[src/rtl/cpu_pkg.sv]
// ----------------------------------------------------------------------------
// cpu_pkg
// Shared definitions for the ID/EX pipeline boundary:
//   alu_op_e       ALU operation codes 4'b0000..4'b1011 (ADD..PASSB)
//   src_a_e/src_b_e operand-select encodings
//   ex_ctrl_t      registered control fields of the EX stage
//   EX_CTRL_BUBBLE the no-op control word loaded on reset, flush and bubbles
// ----------------------------------------------------------------------------
package cpu_pkg;

    typedef enum logic [3:0] {
        ALU_ADD   = 4'b0000,
        ALU_SUB   = 4'b0001,
        ALU_SLL   = 4'b0010,
        ALU_SLT   = 4'b0011,
        ALU_SLTU  = 4'b0100,
        ALU_XOR   = 4'b0101,
        ALU_SRL   = 4'b0110,
        ALU_SRA   = 4'b0111,
        ALU_OR    = 4'b1000,
        ALU_AND   = 4'b1001,
        ALU_PASSA = 4'b1010,
        ALU_PASSB = 4'b1011
    } alu_op_e;

    typedef enum logic {
        SRC_A_RS1 = 1'b0,
        SRC_A_PC  = 1'b1
    } src_a_e;

    typedef enum logic {
        SRC_B_RS2 = 1'b0,
        SRC_B_IMM = 1'b1
    } src_b_e;

    localparam logic [4:0] REG_X0 = 5'd0;

    // alu_ctrl is a plain vector so undefined codes above ALU_PASSB pass through
    typedef struct packed {
        logic       valid;
        logic       reg_write;
        logic       mem_read;
        logic       mem_write;
        logic [4:0] rd;
        logic [4:0] rs1;
        logic [4:0] rs2;
        logic [3:0] alu_ctrl;
        src_a_e     src_a;
        src_b_e     src_b;
    } ex_ctrl_t;

    localparam ex_ctrl_t EX_CTRL_BUBBLE = '{
        valid:     1'b0,
        reg_write: 1'b0,
        mem_read:  1'b0,
        mem_write: 1'b0,
        rd:        REG_X0,
        rs1:       REG_X0,
        rs2:       REG_X0,
        alu_ctrl:  ALU_ADD,
        src_a:     SRC_A_RS1,
        src_b:     SRC_B_RS2
    };

endpackage

[src/rtl/fwd_unit.sv]
// ----------------------------------------------------------------------------
// fwd_unit
// Operand bypass for one EX source register. MEM result has priority over WB
// result; x0 is never bypassed.
//   i_rs                EX source register index
//   i_reg_data          value read from the register file at decode
//   i_mem_rd/_reg_write/_result   MEM-stage writeback candidate
//   i_wb_rd/_reg_write/_result    WB-stage writeback candidate
//   o_fwd               operand value after bypass
// ----------------------------------------------------------------------------
module fwd_unit
    import cpu_pkg::*;
#(
    parameter int DATA_WIDTH = 32
) (
    input  logic [4:0]            i_rs,
    input  logic [DATA_WIDTH-1:0] i_reg_data,
    input  logic [4:0]            i_mem_rd,
    input  logic                  i_mem_reg_write,
    input  logic [DATA_WIDTH-1:0] i_mem_result,
    input  logic [4:0]            i_wb_rd,
    input  logic                  i_wb_reg_write,
    input  logic [DATA_WIDTH-1:0] i_wb_result,
    output logic [DATA_WIDTH-1:0] o_fwd
);

    logic w_rs_nz;
    logic w_hit_mem;
    logic w_hit_wb;

    assign w_rs_nz   = (i_rs != REG_X0);
    assign w_hit_mem = w_rs_nz & i_mem_reg_write & (i_mem_rd == i_rs);
    assign w_hit_wb  = w_rs_nz & i_wb_reg_write  & (i_wb_rd  == i_rs);

    always_comb begin
        o_fwd = i_reg_data;
        if (w_hit_mem) begin
            o_fwd = i_mem_result;
        end else if (w_hit_wb) begin
            o_fwd = i_wb_result;
        end
    end

endmodule

[src/rtl/id_ex_stage.sv]
// ----------------------------------------------------------------------------
// id_ex_stage
// ID/EX pipeline register with load-use hazard detection and operand bypass.
//   clk, rst_n                 clock, async active-low reset
//   id_*                       decoded instruction fields and controls
//   stall, flush               hold / kill requests (flush wins)
//   mem_*, wb_*                bypass sources from later stages
//   ALUop1, ALUop2, ALUctrl    ALU operands and operation
//   ex_store_data, ex_pc       bypassed rs2 for stores, instruction PC
//   ex_valid, ex_reg_write, ex_mem_read, ex_mem_write, ex_rd   EX controls
//   load_use                   combinational request to hold fetch/decode
// ----------------------------------------------------------------------------
module id_ex_stage
    import cpu_pkg::*;
#(
    parameter int DATA_WIDTH = 32
) (
    input  logic                  clk,
    input  logic                  rst_n,
    input  logic                  id_valid,
    input  logic                  id_reg_write,
    input  logic                  id_mem_read,
    input  logic                  id_mem_write,
    input  logic [DATA_WIDTH-1:0] id_rs1_data,
    input  logic [DATA_WIDTH-1:0] id_rs2_data,
    input  logic [DATA_WIDTH-1:0] id_imm,
    input  logic [DATA_WIDTH-1:0] id_pc,
    input  logic [4:0]            id_rs1,
    input  logic [4:0]            id_rs2,
    input  logic [4:0]            id_rd,
    input  logic [3:0]            id_alu_ctrl,
    input  logic                  id_src_a,
    input  logic                  id_src_b,
    input  logic                  stall,
    input  logic                  flush,
    input  logic [4:0]            mem_rd,
    input  logic                  mem_reg_write,
    input  logic [DATA_WIDTH-1:0] mem_result,
    input  logic [4:0]            wb_rd,
    input  logic                  wb_reg_write,
    input  logic [DATA_WIDTH-1:0] wb_result,
    output logic [DATA_WIDTH-1:0] ALUop1,
    output logic [DATA_WIDTH-1:0] ALUop2,
    output logic [3:0]            ALUctrl,
    output logic [DATA_WIDTH-1:0] ex_store_data,
    output logic [DATA_WIDTH-1:0] ex_pc,
    output logic                  ex_valid,
    output logic                  ex_reg_write,
    output logic                  ex_mem_read,
    output logic                  ex_mem_write,
    output logic [4:0]            ex_rd,
    output logic                  load_use
);

    ex_ctrl_t              r_ctrl;
    logic [DATA_WIDTH-1:0] r_rs1_data;
    logic [DATA_WIDTH-1:0] r_rs2_data;
    logic [DATA_WIDTH-1:0] r_imm;
    logic [DATA_WIDTH-1:0] r_pc;

    ex_ctrl_t              w_id_ctrl;
    logic                  w_load_use;
    logic                  w_bubble;
    logic [DATA_WIDTH-1:0] w_fwd_rs1;
    logic [DATA_WIDTH-1:0] w_fwd_rs2;

    assign w_id_ctrl = '{
        valid:     id_valid,
        reg_write: id_reg_write,
        mem_read:  id_mem_read,
        mem_write: id_mem_write,
        rd:        id_rd,
        rs1:       id_rs1,
        rs2:       id_rs2,
        alu_ctrl:  id_alu_ctrl,
        src_a:     src_a_e'(id_src_a),
        src_b:     src_b_e'(id_src_b)
    };

    // rs2 only matters to the hazard when the ALU actually reads it; a store's
    // rs2 would also be exposed, but it is bypassed in EX from MEM one cycle later.
    assign w_load_use = r_ctrl.valid & r_ctrl.mem_read & (r_ctrl.rd != REG_X0) & id_valid &
                        ((r_ctrl.rd == id_rs1) |
                         ((r_ctrl.rd == id_rs2) & (src_b_e'(id_src_b) == SRC_B_RS2)));

    // Flush overrides stall; a hazard or empty decode slot only bubbles when not held.
    assign w_bubble = flush | (~stall & (w_load_use | ~id_valid));

    always_ff @(posedge clk or negedge rst_n) begin
        if (!rst_n) begin
            r_ctrl     <= EX_CTRL_BUBBLE;
            r_rs1_data <= '0;
            r_rs2_data <= '0;
            r_imm      <= '0;
            r_pc       <= '0;
        end else if (w_bubble) begin
            r_ctrl     <= EX_CTRL_BUBBLE;
            r_rs1_data <= '0;
            r_rs2_data <= '0;
            r_imm      <= '0;
            r_pc       <= '0;
        end else if (!stall) begin
            r_ctrl     <= w_id_ctrl;
            r_rs1_data <= id_rs1_data;
            r_rs2_data <= id_rs2_data;
            r_imm      <= id_imm;
            r_pc       <= id_pc;
        end
    end

    fwd_unit #(.DATA_WIDTH(DATA_WIDTH)) u_fwd_rs1 (
        .i_rs            (r_ctrl.rs1),
        .i_reg_data      (r_rs1_data),
        .i_mem_rd        (mem_rd),
        .i_mem_reg_write (mem_reg_write),
        .i_mem_result    (mem_result),
        .i_wb_rd         (wb_rd),
        .i_wb_reg_write  (wb_reg_write),
        .i_wb_result     (wb_result),
        .o_fwd           (w_fwd_rs1)
    );

    fwd_unit #(.DATA_WIDTH(DATA_WIDTH)) u_fwd_rs2 (
        .i_rs            (r_ctrl.rs2),
        .i_reg_data      (r_rs2_data),
        .i_mem_rd        (mem_rd),
        .i_mem_reg_write (mem_reg_write),
        .i_mem_result    (mem_result),
        .i_wb_rd         (wb_rd),
        .i_wb_reg_write  (wb_reg_write),
        .i_wb_result     (wb_result),
        .o_fwd           (w_fwd_rs2)
    );

    assign ALUop1        = (r_ctrl.src_a == SRC_A_PC)  ? r_pc  : w_fwd_rs1;
    assign ALUop2        = (r_ctrl.src_b == SRC_B_IMM) ? r_imm : w_fwd_rs2;
    assign ALUctrl       = r_ctrl.alu_ctrl;
    assign ex_store_data = w_fwd_rs2;
    assign ex_pc         = r_pc;
    assign ex_valid      = r_ctrl.valid;
    assign ex_reg_write  = r_ctrl.reg_write;
    assign ex_mem_read   = r_ctrl.mem_read;
    assign ex_mem_write  = r_ctrl.mem_write;
    assign ex_rd         = r_ctrl.rd;
    assign load_use      = w_load_use;

endmodule

[config.mk]
export PLATFORM = sky130hd
export DESIGN_NAME = id_ex_stage
export DESIGN_NICKNAME = d
export VERILOG_FILES = /design/src/rtl/cpu_pkg.sv /design/src/rtl/fwd_unit.sv /design/src/rtl/id_ex_stage.sv
export SDC_FILE = /design/constraint.sdc
export NUM_CORES = 1
export LEC_CHECK = 0
export BUFFER_PORTS_ARGS = -buffer_cell sky130_fd_sc_hd__buf_2
export CAP_MARGIN = 0
export CORE_MARGIN = 1
export CORE_UTILIZATION = 35
export DETAILED_ROUTE_END_ITERATION = 8
export GPL_TIMING_DRIVEN = 1
export SLEW_MARGIN = 20
export SYNTH_ARGS = -nofsm -noshare
export SYNTH_HDL_FRONTEND = slang
export SYNTH_HIERARCHICAL = 1
export SYNTH_SLANG_ARGS = --single-unit
[constraint.sdc]
create_clock -name clk -period 2.7 [get_ports clk]
set_input_delay 0.27 -clock clk [delete_from_list [all_inputs] [get_ports clk]]
set_output_delay 0.27 -clock clk [all_outputs]
set_load 0.03 [all_outputs]
==> metrics.txt, run 1 <==
area delta synth->final=53.5%; data arrival time of the worst path=2.71 ns; Syn. warnings=6; Tot Pwr=7.65 mW; peak supply drop=0.000376 V; Yosys reg bits=153; crit path cell chain=or4_4, o211ai_4, buf_12, buf_12, o21ai_0, a31oi_1, buf_4, mux2_2, buf_6; Rows=60; Root Driver=clkbuf_16; Die Wd=169 um; Relative slew margins=28.5%; layout cell share with drive strength beyond 1=45.0%; CTS tree=yes; Post-Route WL=47300 um; outcome=finished, violations left; RSZ-0062 raised after global routing=yes; Initial Utilization=36.0%; Crit Path Class=register to output pin; CTS Buffer Depth=2; CP delay by family, top=simple AND/OR/NAND/NOR gates; Slew @ Worst Pin=1.07 ns; final slew viol count=0; First-pass DRT Iterations=5; Cell Pwr Density=509 nW/um^2; Main synth FF type=dfrtp_1; Leakage=6.12 nW; Fin. Hold Viols=0; Final setup viols=93; die footprint=28600 sq um; Setup WS pre-CTS=0.0380 ns; Worst Skew=0.0102 ns; Die Y-Extent=169 um; worst stage delay on the critical path=0.60 ns; Max Fclk=335 MHz; post-route setup slack=-0.281 ns; Starting DRT DRC Count=1194; Mapped Cells=1135; post-layout util=55.3%; Critical-path top delay cell=or4_4; Worst path most repeated cell=buf_12; number of enable flip-flop cells after synthesis=0; clock latency on the worst-skew pair=0.43 ns; IO Port Bufs=374; sequential element share of the synthesized area=39.1%; HPWL Detailed=29800 um; # nets final=1712; TritonCTS Sinks=153; H-tree Lvls=4; vias in the first global route=10700; post-route ant nets=0; net count after synthesis=1368; Mapped Area=9780 sq um; CTS clk-pin slew, worst paths=0.07 ns; I/O Pins=375; post-layout minimum cycle time=2.98 ns; violated checks=setup timing; number of max-cap violations=0; CP Launch Type=register; Setup TNS Final=-15.20 ns; via density per instance=6.10; core area=27200 sq um; drt drc=0; Final GP Congestion=0.924; DR WL/cell=25.2 um; total grt overflow=0; Critical Path Fanout Max=15; CP Capture Type=output pin; vias post-DR=11400; Worst Path Required=2.43 ns; GRT Overall Usage=31.0%; period utilization=110%; largest net degree at the start of global routing=154; async set-reset flop share out of synthesis=100%; Hold Crit Class=primary input to register; first-pass GRT wire length=67000 um; Distinct cells, synth=29; CTS Buf Count=17; Buf/Inv on CP=4; syn_area_per_cell=8.62 sq um; initial antenna violation count=13
## kinds of logic (layout without fill, tap and decap cells)
kind of cell              after synthesis  count (layout)  share of synthesized area (%)
AOI/OAI and AO/OA                     442             442                           30.0
xor gates and xnor gates               30              30                           2.69
buffers and inverters                 147             503                           7.19
DFF                                   153             153                           39.1
muxes                                  64              64                           7.37
other                                   0               9                              0
and+or+nand+nor                       299             299                           13.7
## metrics by stage
| stage | hold WS (ns) | cells | area (sq um) |
|---|---|---|---|
| after floorplan | -0.0256 | 1135 | 9970 |
| after global placement | 0.331 | 1786 | 12300 |
| after detailed placement | 0.335 | 1786 | 12300 |
| after CTS | 0.0671 | 1847 | 14200 |
| after global routing | 0.0631 | 1867 | 15000 |
| final | 0.0833 | 1872 | 15000 |
## worst register-to-register path, cell delays in order (launching register included)
cell and delay (ns):
dfrtp_1 0.46, or4_1 0.60, o2111ai_4 0.34, buf_12 0.36, a32oi_1 0.19, o21ai_0 0.15
## sequential cells by signal, summed over array words and instances (netlist names)
register      cells
r_rs1_data       32
ex_valid          1
ALUctrl           4
ex_pc            32
ex_mem_write      1
ex_mem_read       1
r_ctrl           12
ex_reg_write      1
r_rs2_data       32
ex_rd             5
r_imm            32
## per-layer routing
metal	up-vias	wire length [um]	track usage (%)	part of all wire, %
met2	632	22400	50.1	47
met4	10	1860	13.5	3.9
met1	5609	18700	38.8	40
li1	5060	-	-	-
met3	102	4250	8.44	9.0
met5	-	60	0	0.13
## final timing paths
check                                 end           start  slack (ns)  cells past startpoint
setup / recovery               ALUop2[30]       r_ctrl[7]       -0.28                      9
min in group asynchronous        ex_pc[3]           rst_n        0.42                      2
max in group asynchronous  r_rs1_data[29]           rst_n        1.44                      3
hold / removal              r_rs2_data[7]  id_rs2_data[7]        0.08                      3
hold reg to reg            r_rs1_data[18]  r_rs1_data[18]        0.49                      2
setup reg to reg           r_rs1_data[24]        ex_rd[1]        0.52                      5
## cell usage in the layout (no fill, tap or decap), drive strengths merged, types with 5 or more instances in the layout
cell / n
clkinv: 5
diode: 9
o21ai: 217
buf: 465
a32oi: 152
nor3: 64
nand3: 65
nand4: 5
clkbuf: 26
nand2: 154
xnor2: 29
dfrtp: 153
mux2: 64
a31oi: 64
## Yosys cell counts, types with 2 or more instances
library cell    n  area, sq um
buf_6           7         78.8
clkbuf_2       12         60.1
nor3_1         64          320
nand3_1        65          325
o211a_1         2         20.0
o21ai_0       192          961
or2_1           2         12.5
xnor2_1        29          254
dfrtp_1       153         3830
nand2_1       154          578
and4_1          2         17.5
nand4_1         5         31.3
a32oi_1       152         1330
clkbuf_1       93          349
a31oi_1        64          400
or4_4           2         22.5
o211ai_2        4         50.1
mux2_2         64          721
o21ai_1        25          125
buf_2          19         95.1
nor2b_1         2         12.5
buf_4          16          120
## timing repair
| action | CTS | global route |
|---|---|---|
| pin swaps | 17 | 22 |
| gates resized for setup | 239 | 125 |
| hold buffers | 1 | 0 |
| setup buffers | 23 | 14 |
| endpoints found under the hold margin | 62 | 0 |
| endpoints found under the setup margin | 96 | 96 |
| gates cloned | 7 | 7 |
## power by group
group          switching (mW)  internal, mW  total (mW)
Combinational            1.44          1.05        2.49
Sequential              0.160          2.45        2.61
Clock                    1.05          1.50        2.55
## area by class of cell
type                       instances  area [sq um]
tap                              372           465
timing repair buffer             472          3780
clock buffer                      20           457
fill                            2509         12200
antenna                            9          22.5
clock inverter                    11           146
sequential                       153          3830
multi-input combinational        835          6320
Note: power is estimated with default switching activity, not from simulation.
==> inputs of run 2 (changes only) <==
--- a/config.mk
+++ b/config.mk
@@ -7,6 +7,7 @@
 export LEC_CHECK = 0
 export BUFFER_PORTS_ARGS = -buffer_cell sky130_fd_sc_hd__buf_2
 export CAP_MARGIN = 0
+export CORE_ASPECT_RATIO = 1.1
 export CORE_MARGIN = 1
 export CORE_UTILIZATION = 35
 export DETAILED_ROUTE_END_ITERATION = 8
==> run 2 against run 1 <==
Against the previous run:
- the run still ends with setup timing left
- first-iteration DRC count grew 3.6%
- count of clock-buffer cells in the layout grew 2
- largest power group unchanged
- setup slack gained 0.059 ns
- via count grew 0.48%
- critical path depth is the same
- utilization grew 1.1 points
- die area is the same
==> metrics.txt, run 2 (synthesis results as in run 1) <==
outcome=finished, violations left; violated checks=setup timing; Hold Crit Class=primary input to register; post-route cell area=15300 sq um (+2.1%); number of max-cap violations=0 (unchanged); Reg power frac=33.7% (-0.5 points); Fin. Hold Viols=0 (unchanged); CTS tree=yes; initial antenna violation count=5 (-8); post-layout minimum cycle time=2.92 ns (-0.0591 ns); core area=27200 sq um (about the same); fillcell total=2432 (-3.1%); CP Capture Type=output pin; Die Y-Extent=177 um (+4.8%); worst stage delay on the critical path=0.59 ns (about the same); First-pass DRT Iterations=7 (+2); CP delay by family, top=simple AND/OR/NAND/NOR gates; Crit Path Class=register to output pin; Die Wd=161 um (-4.6%); Leakage=6.15 nW (+0.51%); layout cell share with drive strength beyond 1=47.1% (+2.1 points); Logic pwr share=32.7% (+0.2 points); Critical Path Fanout Max=9 (-6); Post-Route WL=47100 um (-0.39%); IO Port Bufs=374 (unchanged); Int Power=5.15 mW (+2.8%); H-tree Lvls=4 (unchanged); total grt overflow=0 (unchanged); vias post-DR=11500 (+0.48%); # nets final=1707 (-0.29%); Final setup viols=80 (-14%); die footprint=28600 sq um (unchanged); Initial Utilization=36.0% (about the same); CP Launch Type=register; Worst path most repeated cell=buf_6; clock power share=33.7% (+0.4 points); crit path cell chain=or4_4, o211ai_4, buf_4, buf_6, buf_6, nor3_1, a31oi_4, mux2_4, buf_6; post-route ant nets=0 (unchanged); GRT Overall Usage=31.9% (+0.83 points); via density per instance=6.20 (+1.6%); CTS Buffer Depth=2 (unchanged); RSZ-0062 raised after global routing=yes; sw frac=34.1% (-0.47 points); Critical-path top delay cell=or4_4; CTS clk-pin slew, worst paths=0.07 ns (about the same); Min Hold Slack=0.0800 ns (-0.00336 ns); data arrival time of the worst path=2.65 ns (-0.06 ns); drt drc=0 (unchanged); DR WL/cell=25.4 um (+0.75%); commonest non-fill, non-tap cell in the layout=buf_2; largest net degree at the start of global routing=106 (-31%); Relative slew margins=53.5% (+25 points); Worst Skew=0.0113 ns (+0.00108 ns); TritonCTS Sinks=153 (unchanged); first-pass GRT wire length=68800 um (+2.8%); clock latency on the worst-skew pair=0.43 ns (about the same); vias in the first global route=10900 (+1.5%); period utilization=108% (-2.2 points); Slew @ Worst Pin=0.697 ns (-0.376 ns); Final GP Congestion=0.935 (+1.2%); Cell Pwr Density=509 nW/um^2 (about the same); Worst Path Required=2.43 ns (about the same); Root Driver=clkbuf_16; Placed Area=12300 sq um (+0.42%); CTS Buf Count=17 (unchanged); most frequent cells in the layout=277 x buf_2, 154 x nand2_1, 152 x dfrtp_1, 152 x a32oi_1, 152 x o21ai_0; peak supply drop=0.000359 V (-4.7%); HPWL Detailed=31400 um (+5.5%); Net Switching=2.66 mW (+0.67%); Buf/Inv on CP=4 (unchanged); post-route setup slack=-0.222 ns (+0.0591 ns); area delta synth->final=56.7%; final slew viol count=0 (unchanged); I/O Pins=375 (unchanged); Max Fclk=342 MHz (+2.0%); Rows=63 (+5.0%); Starting DRT DRC Count=1237 (+3.6%)
## run 2: metal layers
| layer | share of wire, % | track usage [%] |
|---|---|---|
| met5 | 0.028 | 0 |
| met4 | 4.0 | 13.5 |
| met3 | 8.3 | 6.73 |
| met2 | 48 | 52.7 |
| met1 | 40 | 40.2 |
## run 2: worst paths after layout
| kind | depth (start not counted) | endpoint | startpoint | slack, ns |
|---|---|---|---|---|
| worst max-delay path | 9 | ALUop1[4] | r_ctrl[12] | -0.22 |
| worst min-delay path | 3 | ex_pc[14] | id_pc[14] | 0.08 |
| worst max register to register | 6 | ex_pc[16] | ex_rd[1] | 0.45 |
| worst min register to register | 2 | r_imm[22] | r_imm[22] | 0.49 |
| max in group asynchronous | 3 | r_imm[22] | rst_n | 1.53 |
| min in group asynchronous | 2 | ex_pc[19] | rst_n | 0.35 |
## run 2: cell type report
type	instances	area (sq um)	area share (%)
multi-input cells	835	6660	43.5
flip-flops and latches	153	3830	25.0
repair buffers	467	3740	24.4
clock buffers	22	464	3.03
well taps	357	447	2.91
clock inverters	10	166	1.09
diodes	7	17.5	0.114
## run 2: tightest hold or removal path: stages
cell and delay (ns):
buf_2 0.10, nand2_1 0.04, o21ai_0 0.06
## run 2: through the flow
stage | utilization, % | power (mW) | cells | setup slack (ns) | setup TNS (ns)
finish | 56.4 | 7.81 | 1851 | -0.222 | -11.03
global route | 56.4 | 8.07 | 1847 | -0.281 | -15.99
CTS | 54.1 | 7.68 | 1833 | -0.223 | -14.78
detailed placement | 45.3 | 4.59 | 1772 | 0.0926 | 0
global placement | 45.3 | 4.57 | 1772 | 0.112 | 0
floorplan | - | 3.73 | 1135 | 0.0229 | 0
## run 2: power groups by stage
stage	Clock (mW)	Sequential (mW)	Combinational (mW)
floorplan	0	2.66	1.07
CTS	2.66	2.62	2.40
global route	2.76	2.65	2.67
detailed placement	0	2.64	1.94
global placement	0	2.64	1.92
finish	2.63	2.63	2.55
## run 2: what timing repair did
action,in CTS,in global routing
gates resized for setup,367,117
cloned,7,6
setup buffers,25,10
hold endpoints to repair,45,0
endpoints found under the setup margin,95,96
hold buffers,1,0
pin swaps,55,24
==> inputs of run 3 (changes only) <==
--- a/config.mk
+++ b/config.mk
@@ -12,6 +12,7 @@
 export CORE_UTILIZATION = 35
 export DETAILED_ROUTE_END_ITERATION = 8
 export GPL_TIMING_DRIVEN = 1
+export SKIP_CTS_REPAIR_TIMING = 1
 export SLEW_MARGIN = 20
 export SYNTH_ARGS = -nofsm -noshare
 export SYNTH_HDL_FRONTEND = slang
==> run 3 against run 2 <==
Against the previous run:
- the run still ends with setup timing left
- clock skew increased by 0.0040 ns
- combinational power decreased by 7%
- maximum frequency decreased by 2.8%
- flip-flop and latch count unchanged
- sequential share of layout area increased by 1.5 points
- global-route usage decreased by 2.0 points
- non-clock buffer count decreased by 12
- largest power group is now clock
- highest routed layer unchanged
==> metrics.txt, run 3 (synthesis results as in run 1) <==
fillcell total=2546 (+4.7%); CP Capture Type=output pin; die footprint=28600 sq um (unchanged); register area=3830 sq um (about the same); peak supply drop=0.000351 V (-2.3%); IO Port Bufs=374 (unchanged); period utilization=111% (+3.1 points); CTS Buffer Depth=2 (unchanged); H-tree Lvls=4 (unchanged); Max Fclk=333 MHz (-2.8%); R2R Setup Slk=0.44 ns (about the same); vias post-DR=11300 (-1.7%); Placed Area=12300 sq um (unchanged); total grt overflow=0 (unchanged); # nets final=1695 (-0.70%); Final setup viols=94 (+18%); Starting DRT DRC Count=1179 (-4.7%); TritonCTS Sinks=153 (unchanged); Rows=63 (unchanged); layout cell share with drive strength beyond 1=43.3% (-3.8 points); First-pass DRT Iterations=6 (-1); DR WL/cell=24.8 um (-2.5%); drt drc=0 (unchanged); final slew viol count=0 (unchanged); Logic pwr share=31.0% (-1.7 points); post-layout minimum cycle time=3.01 ns (+0.0833 ns); data arrival time of the worst path=2.74 ns (+0.09 ns); CP Launch Type=register; Critical Path End=ALUop1[12]; HPWL Detailed=31400 um (unchanged); Leakage=5.94 nW (-3.5%); CTS clk-pin slew, worst paths=0.07 ns (about the same); commonest non-fill, non-tap cell in the layout=buf_2; post-route ant nets=0 (unchanged); Relative slew margins=26.7% (-27 points); area occupied by multi-input gates=6090 sq um (-8.6%); via density per instance=6.14 (-0.96%); post-route cell area=14500 sq um (-5.7%); CTS tree=yes; Critical Path Fanout Max=8 (-1); clock power share=34.5% (+0.8 points); Net Switching=2.57 mW (-3.4%); Initial Utilization=36.0% (unchanged); vias in the first global route=10200 (-6.1%); initial antenna violation count=7 (+2); Cell Pwr Density=526 nW/um^2 (+3.3%); Hold Crit Class=primary input to register; area delta synth->final=47.9%; Final GP Congestion=0.935 (unchanged); core area=27200 sq um (unchanged); outcome=finished, violations left; most frequent cells in the layout=280 x buf_2, 159 x o21ai_0, 154 x nand2_1; Die Wd=161 um (unchanged); number of max-cap violations=0 (unchanged); Crit Path Class=register to output pin; clock latency on the worst-skew pair=0.44 ns (about the same); Die Y-Extent=177 um (unchanged); largest net degree at the start of global routing=106 (unchanged); Worst Skew=0.0153 ns (+0.00404 ns); Slew @ Worst Pin=1.10 ns (+0.403 ns); critical path startpoint=r_ctrl[13]; Post-Layout Cell Count=1837 (-0.76%); first-pass GRT wire length=64600 um (-6.2%); I/O Pins=375 (unchanged); violated checks=setup timing; GRT Overall Usage=29.9% (-2.0 points); Int Power=5.04 mW (-2.1%); Worst Path Required=2.43 ns (about the same); Reg2Reg Depth=6 (unchanged); Post-Route WL=45500 um (-3.3%); RSZ-0062 raised after global routing=yes; CTS Buf Count=17 (unchanged); FF-to-FF Start=ex_rd[1]; Root Driver=clkbuf_16; post-route setup slack=-0.305 ns (-0.0833 ns); sw frac=33.8% (-0.29 points); Cells after DPL=1772 (unchanged); FF-to-FF End=r_ctrl[0]; Reg power frac=34.5% (+0.8 points); Fin. Hold Viols=0 (unchanged)
[run 3: cell count changes in the layout (fill, tap and decap cells not counted), sizes merged]
cell and delta:
diode -2, buf -23, clkbuf +11
[run 3: cell type report]
type,instances,share of cell area [%]
well taps,357,3.09
clock buffers,22,3.21
diodes,5,0.0865
repair buffers,455,23.9
clock inverters,10,1.15
multi-input cells,835,42.1
flip-flops and latches,153,26.5
[run 3: layer usage]
layer  part of all wire [%]  wire (um)  global-route usage (%)
met4                    3.4       1560                    11.4
met2                     48      21900                    49.2
met3                    8.4       3820                    6.26
met5                  0.077         35                       0
met1                     40      18200                    38.4
[run 3: worst min-delay path by stage]
stage,from,end,slack [ns],cells after the start
6_report,id_rs1_data[8],r_rs1_data[8],0.08,3
5_1_grt,id_rs2_data[24],r_rs2_data[24],0.07,3
4_1_cts,rst_n,ex_pc[19],-0.21,1
3_5_place_dp,rst_n,ex_pc[0],0.26,1
3_3_place_gp,rst_n,ex_pc[0],0.25,1
2_1_floorplan,rst_n,ALUctrl[0],-0.03,0
[run 3: power by group through the flow]
stage | logic, mW | clock network (mW) | registers (mW)
6_report | 2.36 | 2.63 | 2.62
5_1_grt | 2.48 | 2.76 | 2.64
4_1_cts | 1.95 | 2.66 | 2.61
3_5_place_dp | 1.94 | 0 | 2.64
3_3_place_gp | 1.92 | 0 | 2.64
2_1_floorplan | 1.07 | 0 | 2.66
[run 3: critical path: stages (launching register included)]
cell	delay [ns]
dfrtp_1	0.38
or4_4	0.59
o211ai_4	0.24
buf_6	0.17
buf_6	0.12
nor3_1	0.04
a31oi_1	0.35
mux2_2	0.23
clkbuf_4	0.18
[run 3: per-stage QoR]
step	setup TNS (ns)	hold slack (ns)	power (mW)	utilization, %	setup WS (ns)
after floorplan	0	-0.0256	3.73	-	0.0229
after global placement	0	0.255	4.57	45.3	0.112
after detailed placement	0	0.257	4.59	45.3	0.0926
after CTS	-18.44	-0.206	7.21	47.6	-0.381
after global routing	-21.87	0.0725	7.88	53.2	-0.378
final	-15.47	0.0777	7.61	53.2	-0.305
